$ cat src/rtl/mantissa_multiplier_seq.sv
// mantissa_multiplier_seq: radix-2 sequential shift-add significand multiplier.
// One partial product per CALC cycle; the MANT_W x MANT_W result is exact (2*MANT_W bits).
// Optional build macro MANT_MUL_EARLY_ZERO_EN: a zero operand skips CALC and goes
// straight to DONE with product=0.
module mantissa_multiplier_seq #(
  parameter int MANT_W = 24
) (
  input  logic                  clk,
  input  logic                  rst,
  input  logic                  start,
  input  logic [MANT_W-1:0]     mant_a,
  input  logic [MANT_W-1:0]     mant_b,
  output logic                  ready,
  output logic                  busy,
  output logic                  done,
  output logic [2*MANT_W-1:0]   product,
  output logic                  norm_shift
);

  localparam int CNT_W = $clog2(MANT_W+1);
  localparam logic [CNT_W-1:0] LAST = CNT_W'(MANT_W-1);

  typedef enum logic [1:0] {IDLE, CALC, DONE} state_t;

  state_t                state, state_nxt;
  logic [MANT_W-1:0]     mcand;
  logic [MANT_W-1:0]     mplier;
  logic [2*MANT_W-1:0]   acc;
  logic [2*MANT_W-1:0]   acc_step;
  logic [MANT_W:0]       upper_sum;
  logic [CNT_W-1:0]      cnt;
  logic                  zero_op;

`ifdef MANT_MUL_EARLY_ZERO_EN
  assign zero_op = (mant_a == '0) || (mant_b == '0);
`else
  assign zero_op = 1'b0;
`endif

  assign ready = (state == IDLE);
  assign busy  = (state == CALC);
  assign done  = (state == DONE);

  // One shift-add step: add multiplicand into the upper half keeping the carry,
  // then the carry drops into the MSB as the whole accumulator shifts right.
  always_comb begin
    upper_sum = {1'b0, acc[2*MANT_W-1:MANT_W]} + (mplier[0] ? {1'b0, mcand} : '0);
    acc_step  = {upper_sum, acc[MANT_W-1:1]};
  end

  // State register; reset wins over everything including start.
  always_ff @(posedge clk) begin
    if (rst) state <= IDLE;
    else     state <= state_nxt;
  end

  // Next-state: IDLE->CALC on start (or ->DONE on zero operand when enabled),
  // CALC->DONE after the last iteration, DONE->IDLE always.
  always_comb begin
    state_nxt = state;
    case (state)
      IDLE:    if (start) state_nxt = zero_op ? DONE : CALC;
      CALC:    if (cnt == LAST) state_nxt = DONE;
      DONE:    state_nxt = IDLE;
      default: state_nxt = IDLE;
    endcase
  end

  // Datapath: operand capture in IDLE, iteration in CALC, result latch on DONE entry.
  always_ff @(posedge clk) begin
    if (rst) begin
      mcand      <= '0;
      mplier     <= '0;
      acc        <= '0;
      cnt        <= '0;
      product    <= '0;
      norm_shift <= 1'b0;
    end else begin
      case (state)
        IDLE: if (start) begin
          mcand  <= mant_a;
          mplier <= mant_b;
          acc    <= '0;
          cnt    <= '0;
          if (zero_op) begin
            product    <= '0;
            norm_shift <= 1'b0;
          end
        end
        CALC: begin
          acc    <= acc_step;
          mplier <= mplier >> 1;
          cnt    <= cnt + 1'b1;
          if (cnt == LAST) begin
            product    <= acc_step;
            norm_shift <= acc_step[2*MANT_W-1];
          end
        end
        default: ;
      endcase
    end
  end

endmodule
$ cat config.mk
export PLATFORM = sky130hd
export DESIGN_NAME = mantissa_multiplier_seq
export DESIGN_NICKNAME = d
export VERILOG_FILES = /design/src/rtl/mantissa_multiplier_seq.sv
export SDC_FILE = /design/constraint.sdc
export NUM_CORES = 1
export LEC_CHECK = 0
export ABC_AREA = 1
export BUFFER_PORTS_ARGS = -buffer_cell sky130_fd_sc_hd__buf_2
export CAP_MARGIN = 15
export CORE_ASPECT_RATIO = 0.75
export CORE_MARGIN = 3
export CORE_UTILIZATION = 52
export CTS_CLUSTER_DIAMETER = 50
export DETAILED_ROUTE_END_ITERATION = 10
export PLACE_DENSITY = 0.76
export SLEW_MARGIN = 30
export SYNTH_ARGS = -nofsm -noshare
export SYNTH_HDL_FRONTEND = slang
export SYNTH_SLANG_ARGS = --single-unit
$ cat constraint.sdc
create_clock -name clk -period 2.05 [get_ports clk]
set_input_delay 0.5125 -clock clk [delete_from_list [all_inputs] [get_ports clk]]
set_output_delay 0.5125 -clock clk [all_outputs]
set_load 0.05 [all_outputs]
-- Word-level counts from Yosys, hierarchy flattened
Index checks and enable logic that the tools add are counted.
- add/subtract/negate cells: 2
- equality and inequality tests: 5
- multiplexer cells: 10
- reduce and logical (&&, ||, !) cells: 6
- operator list (operator ; count):
    48-bit case mux with 2 select lines ; 1
    24-bit 2-to-1 mux ; 2
    48-bit 2-to-1 mux ; 1
    24-bit case mux with 2 select lines ; 1
    24-bit by 24-bit adder with 25-bit output ; 1
    5-bit case mux with 2 select lines ; 1
    2-bit AND reduction ; 4
    5-bit by 1-bit adder with 5-bit output, second input constant ; 1
    5-bit == test, second input constant ; 1
    5-bit 2-to-1 mux ; 1
    2-bit 2-to-1 mux ; 2
    2-bit case mux with 2 select lines ; 1
    2-bit by 1-bit == test with 1-bit output, second input constant ; 1
    2-bit == test, second input constant ; 1
    2-bit logical NOT ; 1
    2-bit by 1-bit != test with 1-bit output, second input constant ; 1
    2-bit != test, second input constant ; 1
    2-bit nonzero test ; 1
- flip-flop bits (word level): 152
- input port bits: 51
- output and inout bits: 52
- logic and storage cells: 30

-- Depth between registers and ports, before layout
- word-level depth: 3
- mapped depth: 18
- mapped depth without buffers: 16

-- Least setup slack after synthesis
No wires, ideal clock.
- path kind: flip-flop to flip-flop
- start point: register mplier[0]
- end point: register product[47]
- setup time: 115 ps
- data arrival time: 2043 ps
- required time: 1935 ps
- slack: -108 ps
- cell stages (with the launch flop): 15
- buffers on the path: 2
- clock period less this slack: 2158 ps
- cell sequence: dfxtp_1 > clkbuf_1 > clkbuf_1 > nand2_1 > inv_1 > ha_1 > or2_2 > nand2_1 > o21ai_2 > nand2_1 > nand2_1 > nand2_1 > nand2_1 > o21ai_0 > inv_1
- word-level cells in the longest chain between the ends: 2
- RTL lines (item ; line ; source):
    from (decl) ; 27 ; logic [MANT_W-1:0] mplier;
    from (signal assigned) ; 82 ; mplier <= mant_b;
    from (signal assigned) ; 92 ; mplier <= mplier >> 1;
    24-bit 2-to-1 mux ; 47 ; upper_sum = {1'b0, acc[2*MANT_W-1:MANT_W]} + (mplier[0] ? {1'b0, mcand} : '0);
    24-bit by 24-bit adder with 25-bit output ; 47 ;
    to (signal assigned) ; 95 ; product <= acc_step;
    to (decl) ; 16 ; output logic [2*MANT_W-1:0] product,
Every way passes these cells.
A chain may end at the register's enable or synchronous reset.

-- Worst setup path in the final report
- start point: register mplier[0]
- end point: register product[41]
Same word-level chain as after synthesis.

==> flow_summary.json <==
{
  "outcome": "complete, but fails checks",
  "dieArea_um2": 15700,
  "layout_setup_ws_ns": -0.154,
  "diodes": 0,
  "overflow": 0,
  "grt_setup_unrepaired": "true",
  "synth-seq-area-share_pct": 40.6,
  "cp_common_cell": "nand2_1",
  "worst-r2r-setup-slack_ns": -0.15,
  "total_power_mw": 7.04,
  "cp.arrival_ns": 2.53,
  "seq_area_um2": 3010,
  "crit_chain": "clkbuf_16, nand2_1, inv_2, ha_4, nand2_1, nor2_2, inv_1, nor3_2, nand2_2, nand2_1, nand2_2, nand2_2, nand2_1, nand2_1, inv_1",
  "cp_max_fo": 6,
  "maxCapViolations": 0,
  "row_count": 37,
  "synth-seq-cells": 150,
  "slowest_delay_ns": 0.40,
  "max_freq_mhz": 454,
  "synth.distinct_cells": 35,
  "die_w_um": 144,
  "critPathTopFamily": "simple AND/OR/NAND/NOR gates",
  "post-route-util_pct": 73.8,
  "fp.dieH_um": 109,
  "final.setup.tns_ns": -1.77,
  "clkTransAtPathRegs_ns": 0.06,
  "yosys_warnings": 0,
  "synth_area_um2": 7390,
  "port-buffer-count": 102,
  "min_period_over_period_pct": 107,
  "wire_per_inst_um": 17.4,
  "area_delta_synth_final_pct": 37.6,
  "placed_area_um2": 8410,
  "dp_hpwl_mm": 14.3,
  "drt_first_pass_iters": 7,
  "worst_ep_required_time_ns": 2.38,
  "numCtsBuffers": 17,
  "grt_pass1_wl_mm": 34.6,
  "cts_buffer_depth": 2,
  "period_minus_slack_ns": 2.20,
  "crit_buf_inv": 4,
  "vias_per_cell": 5.56,
  "worst_slew_pin_slew_ns": 0.685,
  "clk_latency_ns": 0.44,
  "drive_gt1_share_pct": 32.8,
  "routed-via-count": 8105,
  "postLayoutCellArea_um2": 10200,
  "finalWeightedCongestion": 0.936,
  "wirelength_mm": 25.3,
  "setup_viol": 35,
  "multiInputGateArea_um2": 4630,
  "grt_max_degree": 64,
  "cts_tree": "built",
  "crit_slowest_cell": "dfxtp_4",
  "fillers": 1029,
  "grt_pass1_vias": 7004,
  "fin_skew_ns": 0.0165,
  "ant_nets": 0,
  "core_um2": 13800,
  "synth_ff_type": "dfxtp_1",
  "ios": 103,
  "synth_edf_count": 0,
  "ys_async_sr_fraction_pct": 0,
  "startpoint_type": "register",
  "syn_nets": 1202,
  "vdd_ir_drop_max_mv": 0.545,
  "pre_cts_ws_ns": -0.121,
  "ctsRootBufferMaster": "clkbuf_16",
  "antenna_found_initial": 0,
  "start_util_pct": 53.6,
  "synth_cells": 1125,
  "avgSynthCellArea_um2": 6.57,
  "p_leak_nw": 5.03,
  "remaining_drc_errors": 0,
  "grt_usage_pct": 28.2,
  "fin_nets": 1348,
  "cts.sink_count": 150,
  "slew_headroom_pct": 54.3,
  "violations": "negative setup slack",
  "worstHoldPathType": "input port to register",
  "htreeDepth": 4,
  "slew_violations": 0,
  "cp-end-kind": "register",
  "drt-initial-drc-count": 799,
  "finalHoldViolCount": 0,
  "powerDensity_nw_per_um2": 692,
  "critPathKind": "register to register"
}
## worst reg2reg max path, cell delays in order, from the launching register on
cell	delay, ns
dfxtp_4	0.40
clkbuf_16	0.18
nand2_1	0.07
inv_2	0.04
ha_4	0.29
nand2_1	0.14
nor2_2	0.14
inv_1	0.10
nor3_2	0.26
nand2_2	0.11
nand2_1	0.08
nand2_2	0.07
nand2_2	0.06
nand2_1	0.04
nand2_1	0.06
inv_1	0.04
## metrics by stage
stage               std cells  hold slack, ns
floorplan                1125           0.437
global placement         1410           0.451
detailed placement       1410           0.457
CTS                      1441           0.339
global route             1457           0.352
finish                   1457           0.334
## kinds of logic (layout without fill, tap and decap cells)
| logic type | count (synthesis) | in the layout | synth area share [%] |
|---|---|---|---|
| AND/OR/NAND/NOR | 598 | 598 | 32.4 |
| buffers and inverters | 181 | 338 | 9.82 |
| AO/OA/AOI/OAI | 159 | 159 | 11.4 |
| flip-flops | 150 | 150 | 40.6 |
| adder cells (fa/ha/maj) | 26 | 26 | 4.50 |
| XOR/XNOR | 11 | 11 | 1.30 |
## final timing paths
kind / to / cells past startpoint / start
max reg2reg: product[41] / 15 / mplier[0]
min reg2reg: product[12] / 2 / acc[13]
min: mcand[13] / 3 / mant_a[13]
max: product[41] / 15 / mplier[0]
## flip-flops by register name, summed over array words and instances, names as in the netlist
register	cells
product	48
acc	47
mcand	24
mplier	24
cnt	5
state	2
## area by class of cell
type	instances	share of cell area [%]
clock buffers	17	4.18
clock inverters	13	1.45
inverters	128	4.80
multi-input cells	794	45.5
flip-flops and latches	150	29.5
well taps	175	2.15
repair buffers	180	12.3
## what timing repair did
item                                    in CTS  in global routing
endpoints found under the setup margin      33                 40
buffers inserted                             0                 14
hold buffers                                 0                  0
gates resized for setup                     71                187
pin swaps                                   16                 89
gates cloned                                 1                  2
endpoints found under the hold margin        0                  0
## where the power goes
group / switching, mW / internal (mW) / total, mW
registers: 0.0719 / 3.02 / 3.09
logic: 0.478 / 0.309 / 0.786
clock network: 1.36 / 1.80 / 3.16
total: 1.91 / 5.13 / 7.04
## per-layer routing
layer  part of all wire, %  GRT usage [%]  vias up  wire length (um)
li1                      -              -     3815                 -
met1                    41           38.1     3737             10500
met2                    45           43.0      463             11300
met3                    10           8.59       90              2540
met4                   3.9           9.48        0               980
met5                     0              0        -                 0
## placed cells by master, fill, tap and decap left out, drive strengths merged
cell type  instances
nand2            405
buf              178
dfxtp            150
inv              133
nor2             118
a21oi             69
o21ai             63
nand3             60
ha                25
a31oi             23
clkbuf            19
xor2              10
nand4              5
clkinv             5
nor3               4
nand3b             3
bufinv             2
or2                2
xnor2              1
a211oi             1
a221oi             1
a21o               1
nor4               1
o31ai              1
fa                 1
clkinvlp           1
## cells in the mapped netlist, types with 5 or more instances
master	instances	area share (%)
a21oi_1	69	4.7
a31oi_1	23	1.9
buf_2	17	1.2
clkbuf_1	29	1.5
dfxtp_1	150	41
ha_1	25	4.2
inv_1	125	6.3
nand2_1	403	20
nand3_1	60	4.1
nand4_1	5	0.42
nor2_1	114	5.8
o21ai_0	56	3.8
o21ai_1	6	0.41
xor2_1	10	1.2
Note: power is estimated with default switching activity, not from simulation.
